$ cat config.mk
export PLATFORM = sky130hd
export DESIGN_NAME = response_return_arbiter
export DESIGN_NICKNAME = d
export VERILOG_FILES = /design/src/rtl/response_return_arbiter.sv
export SDC_FILE = /design/constraint.sdc
export NUM_CORES = 1
export LEC_CHECK = 0
export ABC_AREA = 1
export CAP_MARGIN = 20
export CELL_PAD_IN_SITES_DETAIL_PLACEMENT = 1
export CELL_PAD_IN_SITES_GLOBAL_PLACEMENT = 1
export CORE_UTILIZATION = 30
export DETAILED_ROUTE_END_ITERATION = 8
export PLACE_DENSITY = 0.8
export SETUP_SLACK_MARGIN = 0.05
export SYNTH_ARGS = -nofsm -noshare
export SYNTH_HDL_FRONTEND = slang
export SYNTH_SLANG_ARGS = --single-unit
$ cat constraint.sdc
create_clock -name ACLK -period 2.3 [get_ports ACLK]
set_clock_uncertainty 0.15 [all_clocks]
set_input_delay 0.69 -clock ACLK [delete_from_list [all_inputs] [get_ports ACLK]]
set_output_delay 0.69 -clock ACLK [all_outputs]
set_load 0.03 [all_outputs]
$ cat src/rtl/response_return_arbiter.sv
// Per-master return-path arbiter: picks a slave return FIFO whose head targets this master
// and moves that entry into the master return FIFO, optionally holding the grant for a whole burst.
module response_return_arbiter #(
    parameter int MASTERS            = 2,
    parameter int SLAVES             = 2,
    parameter int I_AM_MASTER_NUMBER = 0,
    parameter int LOCK_BURST         = 1,
    parameter int BEAT_W             = 8,
    localparam int DEST_W = (MASTERS > 1) ? $clog2(MASTERS) : 1,
    localparam int SEL_W  = (SLAVES > 1) ? $clog2(SLAVES) : 1
) (
    input  logic                      ACLK,
    input  logic                      ARESET,
    input  logic [SLAVES-1:0]         slave_fifo_empty,
    input  logic [SLAVES*DEST_W-1:0]  slave_master_dest,
    input  logic [SLAVES-1:0]         slave_last,
    input  logic                      master_fifo_full,
    output logic [SLAVES-1:0]         slave_pop,
    output logic                      push_to_fifo,
    output logic [SEL_W-1:0]          grant_slave_number,
    output logic                      locked,
    output logic [BEAT_W-1:0]         burst_beats
);

    localparam logic [SEL_W-1:0]  LAST_IDX = SEL_W'(SLAVES - 1);
    localparam logic [BEAT_W-1:0] BEAT_MAX = '1;
    localparam logic [DEST_W-1:0] MY_ID    = DEST_W'(I_AM_MASTER_NUMBER);
    localparam logic [SLAVES-1:0] ONE_HOT0 = {{(SLAVES-1){1'b0}}, 1'b1};

    typedef enum logic {IDLE, LOCKED} state_t;

    state_t              state_q, state_d;
    logic [SEL_W-1:0]    rr_ptr_q, rr_ptr_d;
    logic [SEL_W-1:0]    lock_slave_q, lock_slave_d;
    logic [BEAT_W-1:0]   beat_cnt_q, beat_cnt_d;
    logic [SLAVES-1:0]   req;
    logic [SEL_W-1:0]    grant_idx;
    logic                grant_valid;
    logic                grant_last;
    logic                fire;
    int                  cand;

    always_comb begin
        req = '0;
        for (int i = 0; i < SLAVES; i++) begin
            req[i] = ~slave_fifo_empty[i] & (slave_master_dest[i*DEST_W +: DEST_W] == MY_ID);
        end
    end

    // While locked only the burst owner may win, even if it is momentarily empty.
    always_comb begin
        grant_valid = 1'b0;
        grant_idx   = '0;
        cand        = 0;
        if (state_q == LOCKED) begin
            grant_valid = req[lock_slave_q];
            grant_idx   = lock_slave_q;
        end else begin
            for (int k = 0; k < SLAVES; k++) begin
                cand = int'(rr_ptr_q) + k;
                if (cand >= SLAVES) begin
                    cand = cand - SLAVES;
                end
                if (!grant_valid && req[cand]) begin
                    grant_valid = 1'b1;
                    grant_idx   = SEL_W'(cand);
                end
            end
        end
        grant_last = slave_last[grant_idx];
        fire       = grant_valid & ~master_fifo_full & ~ARESET;
    end

    always_ff @(posedge ACLK) begin
        if (ARESET) begin
            state_q      <= IDLE;
            rr_ptr_q     <= '0;
            lock_slave_q <= '0;
            beat_cnt_q   <= '0;
        end else begin
            state_q      <= state_d;
            rr_ptr_q     <= rr_ptr_d;
            lock_slave_q <= lock_slave_d;
            beat_cnt_q   <= beat_cnt_d;
        end
    end

    // Priority only rotates when a burst (or single beat) actually completes.
    always_comb begin
        state_d      = state_q;
        rr_ptr_d     = rr_ptr_q;
        lock_slave_d = lock_slave_q;
        beat_cnt_d   = beat_cnt_q;
        if (fire) begin
            if (LOCK_BURST == 0 || grant_last) begin
                state_d    = IDLE;
                rr_ptr_d   = (grant_idx == LAST_IDX) ? '0 : grant_idx + 1'b1;
                beat_cnt_d = '0;
            end else begin
                state_d      = LOCKED;
                lock_slave_d = grant_idx;
                if (beat_cnt_q != BEAT_MAX) begin
                    beat_cnt_d = beat_cnt_q + 1'b1;
                end
            end
        end
    end

    always_comb begin
        push_to_fifo       = fire;
        slave_pop          = fire ? (ONE_HOT0 << grant_idx) : '0;
        grant_slave_number = grant_valid ? grant_idx : '0;
        locked             = (state_q == LOCKED);
        burst_beats        = beat_cnt_q;
    end

endmodule
**Word level (Yosys, flattened, before mapping)**

Cells that the tools add are included.

- Register bits after elaboration: 11
- Latch bits: 0
- Memory bits (writable): 0
- Bits in read-only memories: 0
- Input port bits: 9
- Output and inout bits: 13
- Word-level logic and storage cells: 61
- Memories kept: 0

- Add/subtract/negate cells: 5
- Multiply operators: 0
- Divide/modulo/power cells: 0
- Order comparisons: 6
- Equal/unequal tests: 1
- Shift-type cells: 1
- Muxes and demuxes: 27
- Bitwise operators: 11
- Reduce and logical (&&, ||, !) cells: 6

Operators by type and width:

| cell | count |
|---|---|
| $mux W32 | 4 |
| $lt A32 B3 Y1 const B | 2 |
| $mux W1 | 20 |
| $mux W8 | 2 |
| $add A8 B1 Y8 const B | 1 |
| $ne A8 B8 Y1 const B | 1 |
| $not A1 Y1 | 7 |
| $reduce_and A2 Y1 | 3 |
| $and A1 B1 Y1 | 4 |
| $lt A1 B2 Y1 const B | 2 |
| $sub A1 B2 Y3 const B | 1 |
| $sub A2 B2 Y3 const B | 1 |
| $add A1 B1 Y2 const B | 1 |
| $ge A1 B2 Y1 const B | 1 |
| $ge A2 B2 Y1 const B | 1 |
| $mux W2 | 1 |
| $reduce_bool A2 Y1 | 1 |
| $shl A1 B1 Y2 const A | 1 |
| $add A1 B1 Y1 const B | 1 |
| $logic_and A1 B1 Y1 | 1 |
| $logic_not A1 Y1 | 1 |

**Logic depth before layout (Yosys ltp)**

Gate-level depths: netlist (run 1).

- Depth in word-level cells: 16
- Gate-level depth with buffers: 10
- Depth with buffers taken out: 10

**Worst setup path before layout (run 1)**

Ideal clock, no wire load.

- Path kind: input -> output
- Start point: in ARESET
- End point: out slave_pop[0]
- Data arrival time: 1584 ps
- Setup slack: -124 ps
- Cell stages on the path: 6
- Path buffers: 1
- Path through: buf_6 inv_2 nand2_1 a21oi_4 inv_1 nor2_1

- Cells in the longest elaborated chain, start to end: 3

Ends and longest elaborated chain:

| element | line | source |
|---|---|---|
| from (decl) | 13 | `input logic ARESET,` |
| $not A1 Y1 | 71 | `fire = grant_valid & ~master_fifo_full & ~ARESET;` |
| $and A1 B1 Y1 | 71 |  |
| $mux W2 | 111 | `slave_pop = fire ? (ONE_HOT0 << grant_idx) : '0;` |
| to (decl) | 18 | `output logic [SLAVES-1:0] slave_pop,` |

No other way between the ends.

**Final worst setup path (run 1)**

- Start point: in slave_master_dest[1]
- End point: out slave_pop[1]

- Cells in the longest elaborated chain, start to end: 14
- Elaborated cells on any way between the ends: 23

Ends and longest elaborated chain:

| element | line | source |
|---|---|---|
| from (decl) | 15 | `input logic [SLAVES*DEST_W-1:0] slave_master_dest,` |
| $not A1 Y1 (*) | 46 | `req[i] = ~slave_fifo_empty[i] & (slave_master_dest[i*DEST_W +: DEST_W] == MY_ID);` |
| $and A1 B1 Y1 (*) | 46 |  |
| $mux W1 (implied by the code) (3 in a row) | 64 | `if (!grant_valid && req[cand]) begin` |
| $mux W1 | 64 |  |
| $mux W1 | 55 | `if (state_q == LOCKED) begin` |
| $logic_not A1 Y1 | 64 |  |
| $logic_and A1 B1 Y1 | 64 |  |
| $mux W1 | 64 |  |
| $mux W1 | 55 |  |
| $and A1 B1 Y1 (2 in a row) | 71 |  |
| $mux W2 (*) | 111 |  |

Mark *: on every way between the ends. The rest lies on a longest branch, timed or not. The select of a mux whose other input is x is not followed.

==> summary.txt, run 1 <==
Drt
  • Routed via count: 882
  • Avg WL per Cell: 14.4 µm
  • WL final: 2590 µm
  • Via density: 4.90
  • DRC viols: 0
  • Detail Route Antenna Nets: 0
  • Drt first pass iters: 4
  • DRT iter0 DRCs: 8

Synth
  • Sequential element share of the synthesized area: 27.8%
  • Largest family of logic cells by synthesized area: simple AND/OR/NAND/NOR gates
  • Synth unique cells: 23
  • Post-Synth Adder-Cell Area: 1.58%
  • Post-synthesis mux area share: 0%
  • Mapped Avg Cell Area: 7.20 µm²
  • Post-synthesis simple-gate area fraction: 48.2%
  • Synth area leader: dfxtp_1
  • Compound-Gate Fraction of Synth Area: 8.69%
  • Post-Synthesis Cell Area: 792 µm²
  • Ys Warns: 0
  • Count leader, synth: nand2_1
  • Main synth FF type: dfxtp_1
  • FFs w/ async S/R, synth: 0%
  • Syn nets: 120
  • Area contributors post-synth: dfxtp_1 28%, nand2_1 7.6%, inv_1 7.1%
  • Yosys reg bits: 11
  • EDFF count, synth: 0
  • Post-synth top area share: ~28%
  • Synth Area in XOR/XNOR: 2.21%
  • Cells after Synth: 110
  • Post-synth top cells: 16 x nand2_1, 15 x inv_1, 11 x dfxtp_1, 11 x nand3_1, 11 x nor2_1

Floorplan
  • Core area: 2480 µm²
  • DIE HEIGHT: 53.4 µm
  • Die width: 53.4 µm
  • Initial core utilization: between 30% and 40%
  • Die area: about 2800 µm²
  • Row count: 18
  • I/O pin total: 22

Global route
  • Initial antenna violation count: 0
  • Number of global-route vias before repair: 848
  • Grt total ovfl: 0
  • GRT Overall Usage: between 20 and 25%
  • Largest net degree at the start of global routing: 11
  • First-pass GRT wire length: 4040 µm

Clocking
  • Num CTS Buffers: 3
  • Cts hold-fix bufs: 0
  • Worst-path clk slew: 70 ps
  • H-tree levels: 1
  • Clock Tree Buf Depth: 2
  • Clock sink count: 11
  • Worst-Skew Late Latency: 270 ps
  • CTS Root Cell: clkbuf_4
  • CTS tree: built

Placement
  • Post-placement cell count: about 170
  • Port Buffer Count: 21
  • GPL Wtd Cong: a little over 0.8
  • Dpl hpwl: approximately 1800 µm

Cells and area
  • Fin nets: 161
  • Non-filler instance count after layout: 180
  • Final Core Density: 49.7%
  • Layout Area Growth over Synthesis: 55.6%
  • Ant. Diodes: 0
  • Share of layout cells above drive strength 1: 37.3%

Worst setup path
  • CP Launch Type: input pin
  • Crit end category: output pin
  • CP required: 1460 ps
  • Kind of critical path: input pin to output pin
  • Delay-heaviest family, CP: simple AND/OR/NAND/NOR gates
  • Buf+Inv Stages, Crit Path: 3
  • Crit-path max FO: 2
  • Worst path max stage delay: 140 ps
  • Worst path most repeated cell: nand2_4
  • CP cell instances: buf_6, nor2_4, nand2_4, nand2_4, nand2_4, buf_12, nor2_4, buf_6
  • CP arrival: around 1500 ps
  • Crit path max-delay cell type: buf_6

STA
  • Worst-Margin Slew: 308 ps
  • Final hold violations: 0
  • Post-layout min period: 2370 ps
  • Finish-stage setup viols: 2
  • Post-route setup TNS: -124 ps
  • Hold Worst Slack: 372 ps
  • Final Max Slew Viols: 0
  • Relative slew margins: a little under 80%
  • Max Fclk: 0.422 GHz
  • Fin crit share: 103%
  • RSZ-0062 raised after global routing: true
  • PnR worst setup slack: -68.2 ps

Pwr
  • Sequential share of power: 44.0%
  • Combinational power share: roughly a quarter
  • Leakage: 0.566 nW
  • Switching Share: slightly below 30%
  • Int Pwr: 0.315 mW
  • Total chip power: 0.448 mW
  • Max IR drop VDD: 0.000231 V
  • Psw: 0.133 mW
  • Clock power frac: 30.5%
  • Pwr dens: about 360 nW/µm²

Run
  • Max Cap Viol: 0

Status
  • Failing checks: negative setup slack
  • Outcome: finished with violations

Min path
  • Min-delay worst type: register to register
==> area by class of cell <==
cell class / instances / area, µm²
Fill cell: 314 / 1240
Multi-Input combinational cell: 79 / 518
Timing Repair Buffer: 38 / 362
Sequential cell: 11 / 220
Inverter: 18 / 68.8
Tap cell: 30 / 37.5
Clock buffer: 4 / 26.3
==> layer usage <==
metal  GRT usage [%]  share of wire (%)
met5               0                  0
met2            35.6                 55
met1            24.6                 41
met3            2.59                2.7
met4            6.58               0.69
==> placed cells by master, fill, tap and decap left out, types with 6 or more instances in the layout <==
cell type,netlist,layout
nand2_1,16,15
inv_1,15,14
buf_4,0,14
nand3_1,11,11
dfxtp_1,11,11
nor2_1,11,10
buf_6,2,10
nand2_2,9,8
a21oi_1,8,8
nand4_1,6,6
dlygate4sd2_1,0,6
==> registers in the layout, summed over array words and instances, names as in the netlist <==
register      flops
burst_beats       8
lock_slave_q      1
locked            1
rr_ptr_q          1
==> kinds of logic (layout without fill, tap and decap cells) <==
family	count (synthesis)	in the layout
flip-flops	11	11
AND/OR/NAND/NOR	66	66
XOR/XNOR	2	2
adder cells (fa/ha/maj)	1	1
AO/OA/AOI/OAI	10	10
buffers and inverters	20	60
==> through the flow <==
step,area [µm²],worst slack (ps)
finish,1230,-68.2
floorplan,795,-14.5
global route,1230,-102
detailed placement,1080,-436
global placement,1080,-344
CTS,1190,-12.8
==> power by group through the flow <==
stage / clock network [mW] / logic (mW) / registers [mW]
floorplan: 0 / 0.0480 / 0.205
global placement: 0 / 0.0888 / 0.202
detailed placement: 0 / 0.0914 / 0.202
CTS: 0.143 / 0.106 / 0.197
global route: 0.153 / 0.122 / 0.198
finish: 0.137 / 0.114 / 0.197
==> worst register-to-register path: stages, from the launching register on <==
cell and delay, ps:
dfxtp_1 430, nand2_2 160, nand3_4 120, nand2_4 80
buf_12 130, buf_4 120, buf_4 120, nand2_2 90
nand3_4 140, nand2_2 130, o22ai_2 70
==> final timing paths <==
path	depth (start not counted)	slack (ps)	start	end
setup / recovery	8	-70	slave_master_dest[1]	slave_pop[1]
hold / removal	2	370	lock_slave_q	lock_slave_q
setup reg to reg	10	460	locked	rr_ptr_q
hold reg to reg	2	370	lock_slave_q	lock_slave_q
==> timing repair <==
item / CTS / global route
buffers inserted: 4 / 3
resized for setup: 40 / 4
pin swaps: 9 / 7
endpoints found under the setup margin: 10 / 4
(Power assumes the default switching activity.)
==> inputs of run 2 (changes only) <==
--- a/config.mk
+++ b/config.mk
@@ -12,7 +12,6 @@
 export CORE_UTILIZATION = 30
 export DETAILED_ROUTE_END_ITERATION = 8
 export PLACE_DENSITY = 0.8
-export SETUP_SLACK_MARGIN = 0.05
 export SYNTH_ARGS = -nofsm -noshare
 export SYNTH_HDL_FRONTEND = slang
 export SYNTH_SLANG_ARGS = --single-unit
==> constraint.sdc (replaced) <==
create_clock -name ACLK -period 2.45 [get_ports ACLK]
set_clock_uncertainty 0.15 [all_clocks]
set_input_delay 0.735 -clock ACLK [delete_from_list [all_inputs] [get_ports ACLK]]
set_output_delay 0.735 -clock ACLK [all_outputs]
set_load 0.03 [all_outputs]
==> summary.txt, run 2 (same netlist as run 1, synthesis figures left out) <==
Cells and area
  • Register area: 220 µm²
  • Max reg flops: 8
  • Ant. Diodes: 0
  • Most frequent cells in the layout: 15 x nand2_1, 14 x inv_1, 14 x buf_4
  • Layout Area Growth over Synthesis: 44.4%
  • Finished Cell Area: approximately 1100 µm²
  • Fin nets: 156
  • Area of the multi-input gates: 518 µm²
  • Share of layout cells above drive strength 1: 35.2%
  • Most common cell after layout, fill and taps aside: nand2_1
  • Fillers: 328

Status
  • Outcome: complete, no violations

STA
  • Hold Worst Slack: 373 ps
  • Fin crit share: 98.6%
  • Final Max Slew Viols: 0
  • RSZ-0062 raised after global routing: false
  • Max Fclk: a little over 0.4 GHz
  • Post-layout min period: about 2400 ps
  • Finish-stage setup viols: 0
  • Final hold violations: 0
  • Post-route setup TNS: 0 ps
  • Relative slew margins: 79.2%
  • PnR worst setup slack: 33.9 ps
  • Worst-Margin Slew: 311 ps

Min path
  • Min-Delay Startpoint: lock_slave_q
  • Min-delay worst type: register to register

Pwr
  • Leakage: 0.495 nW
  • Total chip power: 0.406 mW
  • Clock power frac: 31.6%
  • Pwr dens: 355 nW/µm²
  • Int Pwr: approximately 0.28 mW
  • Sequential share of power: approximately 46%
  • Max IR drop VDD: 0.000269 V
  • Psw: 0.121 mW
  • Switching Share: between 20% and 30%
  • Combinational power share: a little under a quarter

Global route
  • Number of global-route vias before repair: 819
  • Largest net degree at the start of global routing: 11
  • Initial antenna violation count: 0
  • Grt total ovfl: 0
  • First-pass GRT wire length: 3590 µm
  • GRT Overall Usage: between 10% and 20%

Worst setup path
  • Crit-path max FO: 2
  • Crit path max-delay cell type: a21oi_4
  • CP arrival: 1530 ps
  • Start point of the critical path: slave_fifo_empty[1]
  • CP cell instances: buf_2, nor2_4, nand2_4, a21oi_4, inv_2, nor2_4, buf_6
  • Crit end category: output pin
  • Worst path most repeated cell: nor2_4
  • Origin of the critical flop-to-flop path: lock_slave_q
  • CP required: 1560 ps
  • Worst path max stage delay: approximately 150 ps
  • Kind of critical path: input pin to output pin
  • CP Launch Type: input pin

Clocking
  • Worst-path clk slew: 70 ps
  • H-tree levels: 1
  • CTS tree: built
  • Worst-Skew Late Latency: 270 ps
  • Clock sink count: 11
  • CTS Root Cell: clkbuf_4
  • Num CTS Buffers: 3
  • Clock Tree Buf Depth: 2

Floorplan
  • Initial core utilization: 32.0%
  • DIE HEIGHT: roughly 53 µm
  • Die area: 2850 µm²
  • Core area: 2480 µm²
  • Die width: 53.4 µm
  • I/O pin total: 22
  • Row count: 18

Placement
  • Dpl hpwl: 1740 µm
  • Setup WS pre-CTS: -388 ps
  • Port Buffer Count: 21
  • GPL Wtd Cong: 0.835
  • Placed instance area: 1070 µm²

Drt
  • Drt first pass iters: 4
  • Via density: between 4 and 5
  • Avg WL per Cell: ~13 µm
  • DRC viols: 0
  • WL final: 2250 µm
  • Routed via count: roughly 850
  • Detail Route Antenna Nets: 0
  • DRT iter0 DRCs: 12

Run
  • Max Cap Viol: 0
run 2: cell count changes in the layout (fill, tap and decap cells not counted), sizes merged:
cell           before  now
dlygate4sd2         6    0
clkdlybuf4s15       2    1
clkbuf              4    5
buf                25   20
clkdlybuf4s50       5   11
run 2: final timing paths:
kind	endpoint	cells after the start	slack [ps]
worst max-delay path	slave_pop[1]	7	30
worst min-delay path	lock_slave_q	2	370
worst max register to register	burst_beats[1]	9	730
worst min register to register	lock_slave_q	2	370
run 2: final cells by class:
class,count,area share [%]
clock buffers,4,2.30
repair buffers,33,23.9
multi-input cells,79,45.3
flip-flops and latches,11,19.3
well taps,30,3.28
inverters,18,6.02
run 2: routing by layer:
metal	GRT usage, %	routed length (µm)	vias to the layer above
met5	0	0	-
met4	6.58	36	0
met3	2.01	41	5
met2	31.5	1160	11
met1	21.0	1010	407
li1	-	-	431
run 2: timing repair:
item                                    4_1_cts  5_1_grt
endpoints found under the setup margin        4        2
pin swaps                                     9        3
cloned                                        0        0
hold buffers                                  0        0
resized for setup                            27        4
buffers inserted                              3        1
hold endpoints to repair                      0        0
run 2: worst max-delay path: cells and delay by family:
| kind | cells | cell delay, ps |
|---|---|---|
| AOI/OAI and AO/OA | 1 | 150 |
| buffers and inverters | 3 | 330 |
| and+or+nand+nor | 3 | 310 |
run 2: power groups by stage:
stage	combinational [mW]	sequential [mW]	clock, mW
floorplan	0.0450	0.193	0
global placement	0.0831	0.189	0
detailed placement	0.0851	0.189	0
CTS	0.0898	0.185	0.131
global route	0.0992	0.186	0.138
finish	0.0926	0.185	0.128
run 2: through the flow:
step | util (%) | instances
finish | 46.2 | 175
global route | 46.2 | 175
CTS | 45.5 | 174
detailed placement | 43.2 | 167
global placement | 43.2 | 167
floorplan | - | 110
